$ cat config.mk
export PLATFORM = sky130hd
export DESIGN_NAME = banc_registres
export DESIGN_NICKNAME = d
export VERILOG_FILES = /design/src/rtl/banc_registres.sv
export SDC_FILE = /design/constraint.sdc
export NUM_CORES = 1
export LEC_CHECK = 0
export ABC_AREA = 1
export CORE_ASPECT_RATIO = 1.5
export CORE_MARGIN = 2
export CORE_UTILIZATION = 61
export DETAILED_ROUTE_END_ITERATION = 16
export GPL_TIMING_DRIVEN = 1
export PLACE_DENSITY_LB_ADDON = 0.08
export RECOVER_POWER = 50
export SLEW_MARGIN = 20
export SYNTH_ARGS = -nofsm -noshare
export SYNTH_HDL_FRONTEND = slang
export SYNTH_SLANG_ARGS = --single-unit
export TNS_END_PERCENT = 20
$ cat constraint.sdc
create_clock -name CLK -period 11.2 [get_ports CLK]
set_input_delay 1.68 -clock CLK [delete_from_list [all_inputs] [get_ports CLK]]
set_output_delay 1.68 -clock CLK [all_outputs]
set_load 0.01 [all_outputs]
$ cat src/rtl/banc_registres.sv
// Register file with zero-latency writeback bypass and per-register pending-write scoreboard.
// Build option: define R0_ZERO_EN to hardwire register 0 to zero.
module banc_registres #(
  parameter int ADDR_W = 4,
  parameter int DATA_W = 16,
  parameter int NB_REG = 2**ADDR_W
) (
  input  logic              CLK,
  input  logic              RST,
  input  logic [ADDR_W-1:0] addrA,
  input  logic [ADDR_W-1:0] addrB,
  input  logic              useA,
  input  logic              useB,
  output logic [DATA_W-1:0] QA,
  output logic [DATA_W-1:0] QB,
  input  logic              ISSUE,
  input  logic [ADDR_W-1:0] addrI,
  input  logic              W,
  input  logic [ADDR_W-1:0] addrW,
  input  logic [DATA_W-1:0] DATA,
  output logic              STALL
);

`ifdef R0_ZERO_EN
  localparam bit R0_ZERO = 1'b1;
`else
  localparam bit R0_ZERO = 1'b0;
`endif

  logic [DATA_W-1:0] regs [NB_REG];
  logic [1:0]        cnt  [NB_REG];

  logic haz_a, haz_b, full, inc, dec, wr_en;

  // A hazard clears when the last pending write lands this cycle: the bypass supplies the value.
  always_comb begin
    haz_a = useA && (cnt[addrA] != 2'd0) && !(W && (addrW == addrA) && (cnt[addrA] == 2'd1));
    haz_b = useB && (cnt[addrB] != 2'd0) && !(W && (addrW == addrB) && (cnt[addrB] == 2'd1));
    full  = ISSUE && (cnt[addrI] == 2'd3) && !(W && (addrW == addrI));
    STALL = haz_a | haz_b | full;
    inc   = ISSUE && !STALL && !(R0_ZERO && (addrI == '0));
    dec   = W && (cnt[addrW] != 2'd0);
    wr_en = W && !(R0_ZERO && (addrW == '0));
  end

  always_comb begin
    if (R0_ZERO && (addrA == '0))    QA = '0;
    else if (W && (addrW == addrA))  QA = DATA;
    else                             QA = regs[addrA];
  end

  always_comb begin
    if (R0_ZERO && (addrB == '0))    QB = '0;
    else if (W && (addrW == addrB))  QB = DATA;
    else                             QB = regs[addrB];
  end

  always_ff @(posedge CLK or posedge RST) begin
    if (RST) begin
      for (int r = 0; r < NB_REG; r++) begin
        regs[r] <= '0;
        cnt[r]  <= '0;
      end
    end else begin
      if (wr_en) regs[addrW] <= DATA;
      for (int r = 0; r < NB_REG; r++) begin
        if (inc && (addrI == ADDR_W'(r)) && !(dec && (addrW == ADDR_W'(r))))
          cnt[r] <= cnt[r] + 2'd1;
        else if (dec && (addrW == ADDR_W'(r)) && !(inc && (addrI == ADDR_W'(r))))
          cnt[r] <= cnt[r] - 2'd1;
      end
    end
  end

endmodule

# Yosys cells after proc, flatten, opt, wreduce, memory -nomap -nowiden

Cells that the tools add are included.

Flip-flop bits (word level): 288
Input port bits: 38
Logic and storage cells: 301

Add/sub/neg operators: 32
Magnitude comparators: 5
Eq/ne operators: 36
Mux-type cells: 55
Bitwise operators: 6
Reductions and logical operators: 135

Operator list:

| operator                                                             | count |
|---|---|
| 256-bit bitwise mux                                                  | 1 |
| 16-bit binary-select mux with 4-bit select                           | 2 |
| 16-bit 2-to-1 mux                                                    | 7 |
| 2-bit 2-to-1 mux                                                     | 40 |
| 1-bit logical AND                                                    | 78 |
| 16-bit demux with 4-bit select                                       | 1 |
| 4-bit == test, second input constant                                 | 16 |
| 2-bit nonzero test                                                   | 19 |
| 1-bit logical NOT                                                    | 36 |
| 2-bit by 1-bit adder with 2-bit output, second input constant        | 16 |
| 2-bit binary-select mux with 4-bit select                            | 4 |
| 4-bit by 3-bit == test with 1-bit output, second input constant      | 8 |
| 2-bit by 1-bit subtractor with 2-bit output, second input constant   | 16 |
| 5-bit greater-or-equal comparator, second input constant             | 4 |
| 4-bit inverter with 5-bit output                                     | 4 |
| 4-bit by 2-bit == test with 1-bit output, second input constant      | 4 |
| 4-bit == test                                                        | 3 |
| 4-bit by 1-bit == test with 1-bit output, second input constant      | 2 |
| 4-bit logical NOT                                                    | 2 |
| 5-bit by 1-bit < comparator with 1-bit output, second input constant | 1 |
| 2-bit by 1-bit == test with 1-bit output, second input constant      | 2 |
| 2-bit == test, second input constant                                 | 1 |
| 1-bit OR                                                             | 2 |

# Logic depth before layout (Yosys ltp)

Depth in word-level cells: 17
Mapped depth: 19

# Worst setup path after synthesis

OpenSTA, ideal clock, no wires.

Path type: input -> output
Start: input addrA[1]
End: output QA[0]
Data arrival time: 3.002 ns
Path slack: 6.518 ns
Stages on the path: 8
Buffers on the path: 4
Path through: buf_2 > buf_2 > buf_4 > clkbuf_1 > o211ai_1 > nand3_1 > nand3_1 > a31oi_1

Word-level cells in the longest chain between the ends: 5
Elaborated cells between the ends (all ways): 7

RTL lines:

| element                                                | line | source |
|---|---|---|
| start, declared                                        | 10   | `input logic [ADDR_W-1:0] addrA,` |
| 4-bit inverter with 5-bit output (implied by the code) | 49   | `else QA = regs[addrA];` |
| 16-bit binary-select mux with 4-bit select             | 49   |  |
| 16-bit 2-to-1 mux (implied by the code) (2 in series)  | 49   |  |
| 16-bit 2-to-1 mux (*)                                  | 48   | `else if (W && (addrW == addrA)) QA = DATA;` |
| end, declared                                          | 14   | `output logic [DATA_W-1:0] QA,` |

Every way passes the cells marked *; elsewhere a longest branch is shown, timed or not. The select of a mux whose other input is x is not followed.

# Final worst setup path

Start: input addrA[1]
End: output QA[9]

Same word-level chain as after synthesis.

==> flow_metrics.tcl <==
set metrics [dict create \
    outcome "finished, violations left" \
    violations "max-capacitance violations, max-slew violations" \
    worst_ep_arrival_time_ns 5.63 \
    hold_buffers 0 \
    grt_usage_pct 41.0 \
    drv_slew 404 \
    via_count 17400 \
    clock.fmax_mhz 137 \
    die-area_sq_um 29500 \
    antenna_found_initial 1 \
    dp_hpwl_mm 36.1 \
    grt_max_degree 152 \
    synth_top_family_by_area "compound AO/OA/AOI/OAI gates" \
    rows 75 \
    synth_nets 2457 \
    fin_area_sq_um 18700 \
    portBuffers 70 \
    cts_tree "built" \
    ir_worst_vdd_mv 0.160 \
    core_area_sq_um 27900 \
    synth_seq_cells 288 \
    drt_pass1_iterations 6 \
    postSynth.asyncResetShare_pct 100 \
    cts_setup_buffers 0 \
    syn_area_per_cell_sq_um 7.15 \
    seq_area_frac_synth_pct 42.0 \
    clock-sinks 288 \
    yosysMostFrequentCell "nand2_1" \
    synth.distinct_cells 26 \
    synth.area.top_cells "dfrtp_1 42%, o21ai_0 12%, nand2_1 11%, a21oi_1 6.8%, nand3_1 6.6%" \
    die_y_um 210 \
    synth_fa_ha_area_share_pct 1.17 \
    num_antenna_cells 0 \
    rsz0062_at_grt "no" \
    cp.required_ns 9.52 \
    routed_wl_mm 60.1 \
    synthToLayoutAreaGrowth_pct 8.89 \
    wl_per_cell_um 22.2 \
    synth_edf_count 0 \
    cts_buffers 29 \
    power_leakage_nw 8.26 \
    holdPathEnd "regs[47]$_DFFE_PP0P_" \
    drc_errors 0 \
    min_from "regs[47]$_DFFE_PP0P_" \
    place_area_sq_um 17700 \
    gp_congestion 0.984 \
    hold_viol 0 \
    clk_pin_slew_ns 0.06 \
    grt_pass1_vias 16600 \
    viasPerCell 6.41 \
    finalClockSkew_ns 0.0274 \
    p_per_area_nw_per_um2 182 \
    routed.top_layer "met5" \
    worstMarginPinSlew_ns 6.31 \
    synth.area.mux_share_pct 0 \
    post_cts_resized 0 \
    clk_latency_ns 0.59 \
    wl_met3_mm 6.35 \
    setup.worst_path.end_class "primary output" \
    fin_crit_sh_pct 65.3 \
    hold_path.class "reg2reg" \
    setup_viol 0 \
    rr_endpoint "cnt[3]$_DFFE_PP0P_" \
    reg2reg_depth 13 \
    synth-compound-area-share_pct 24.5 \
    ant_nets 0 \
    drt_iter0_markers 2127 \
    finalPower_mw 3.41 \
    synth-xor-area-share_pct 1.84 \
    criticalPathCategory "in2out" \
    grt_first_pass_wirelength_mm 93.5 \
    cp-start-kind "input pin" \
    relSlewSlack_pct -323 \
    ys_top_cells_by_count "511 x nand2_1, 399 x o21ai_0, 288 x dfrtp_1" \
    die_width_um 141 \
    synth_flop_cell "dfrtp_1" \
    start_util_pct 61.6 \
    synth_area_leader_cell "dfrtp_1" \
    reg2reg_slack_ns 8.45 \
    netlist_instances 2403 \
    ios 71 \
    crit_fanout 53 \
    r2r_start "cnt[0]$_DFFE_PP0P_" \
    cts-root-buf "clkbuf_16" \
    synth_simple_gate_area_share_pct 21.3 \
    min_path_cells 2 \
    wl_met2_mm 27.0 \
    synth_top_area_share_pct 42.0 \
    final_nets 2394 \
    cap_violations 9 \
    final.setup.tns_ns 0 \
    cts_buffer_depth 3 \
    htreeDepth 1 \
    drive_gt1_share_pct 3.85 \
    fin_crit_ns 7.31 \
    yosys_warnings 0 \
    met1Wirelength_mm 22.0 \
    netlist_area_sq_um 17200 \
    gr-total-overflow 0 \
    finish.utilization_pct 67.1 \
]
==> stage by stage <==
stage                     worst slack (ns)  cells  hold WS (ns)
final                                 3.89   2709         0.486
after global routing                  3.82   2709         0.515
after CTS                             4.12   2709         0.488
after detailed placement              4.14   2655         0.472
after global placement                4.09   2655         0.466
after floorplan                       1.57   2403         0.453
==> cell families after synthesis <==
| kind of cell | Yosys count |
|---|---|
| adder cells (fa/ha/maj) | 16 |
| XOR/XNOR | 36 |
| flip-flops | 288 |
| AND/OR/NAND/NOR | 889 |
| AO/OA/AOI/OAI | 776 |
| buffers and inverters | 398 |
==> sequential cells by signal, indices dropped and copies added, names as in the netlist <==
signal and cells:
cnt 32, regs 256
==> cells in the final DEF, fill, tap and decap left out, types with 2 or more instances in the layout <==
cell type	n
a21oi_1	234
inv_1	196
nand3_1	227
nand2_1	511
ha_1	16
a31oi_1	33
dfrtp_1	288
nor2_2	8
o211ai_1	107
nor2_1	137
o21ai_0	399
clkdlybuf4s50_1	61
buf_4	24
nand4_1	2
clkbuf_16	29
xor2_1	9
clkinv_1	2
clkbuf_8	11
bufinv_16	2
dlygate4sd3_1	4
clkinv_2	2
inv_2	4
buf_6	2
clkbuf_1	16
nand3_2	2
xnor2_1	27
==> worst max-delay path, stage by stage <==
cell             delay [ns]
buf_4                  0.48
inv_1                  0.70
nand2_1                0.20
nand2_1                0.07
nor2_1                 0.13
nand3_2                0.81
a31oi_1                0.81
clkdlybuf4s50_1        0.67
==> worst max path at each step <==
stage               slack (ns)  cells after the start     start                     to
finish                    3.89                      8  addrA[1]                  QA[9]
global route              3.82                      2       RST  regs[113]$_DFFE_PP0P_
CTS                       4.12                      9  addrA[3]                  QA[9]
detailed placement        4.14                      8  addrA[1]                  QA[9]
global placement          4.09                      9  addrA[3]                  QA[9]
floorplan                 1.57                      1       RST     cnt[0]$_DFFE_PP0P_
==> per-layer routing <==
| layer | up-vias | GRT usage (%) |
|---|---|---|
| li1 | 7931 | - |
| met1 | 8101 | 51.8 |
| met2 | 1042 | 64.4 |
| met3 | 280 | 8.10 |
| met4 | 2 | 27.0 |
| met5 | - | 0 |
==> power breakdown <==
group          internal, mW  total [mW]  switching (mW)
registers              1.31        1.50           0.192
clock network         0.596        1.02           0.421
logic                 0.324       0.895           0.570
==> layout make-up <==
class,instances,area [sq um]
Sequential cell,288,7210
Multi-Input combinational cell,1717,8400
Clock buffer,48,907
Tap cell,346,433
Inverter,203,763
Timing Repair Buffer,101,908
Fill cell,2453,9170
Clock inverter,6,87.6
No activity file was read; power rests on OpenSTA's default activity.
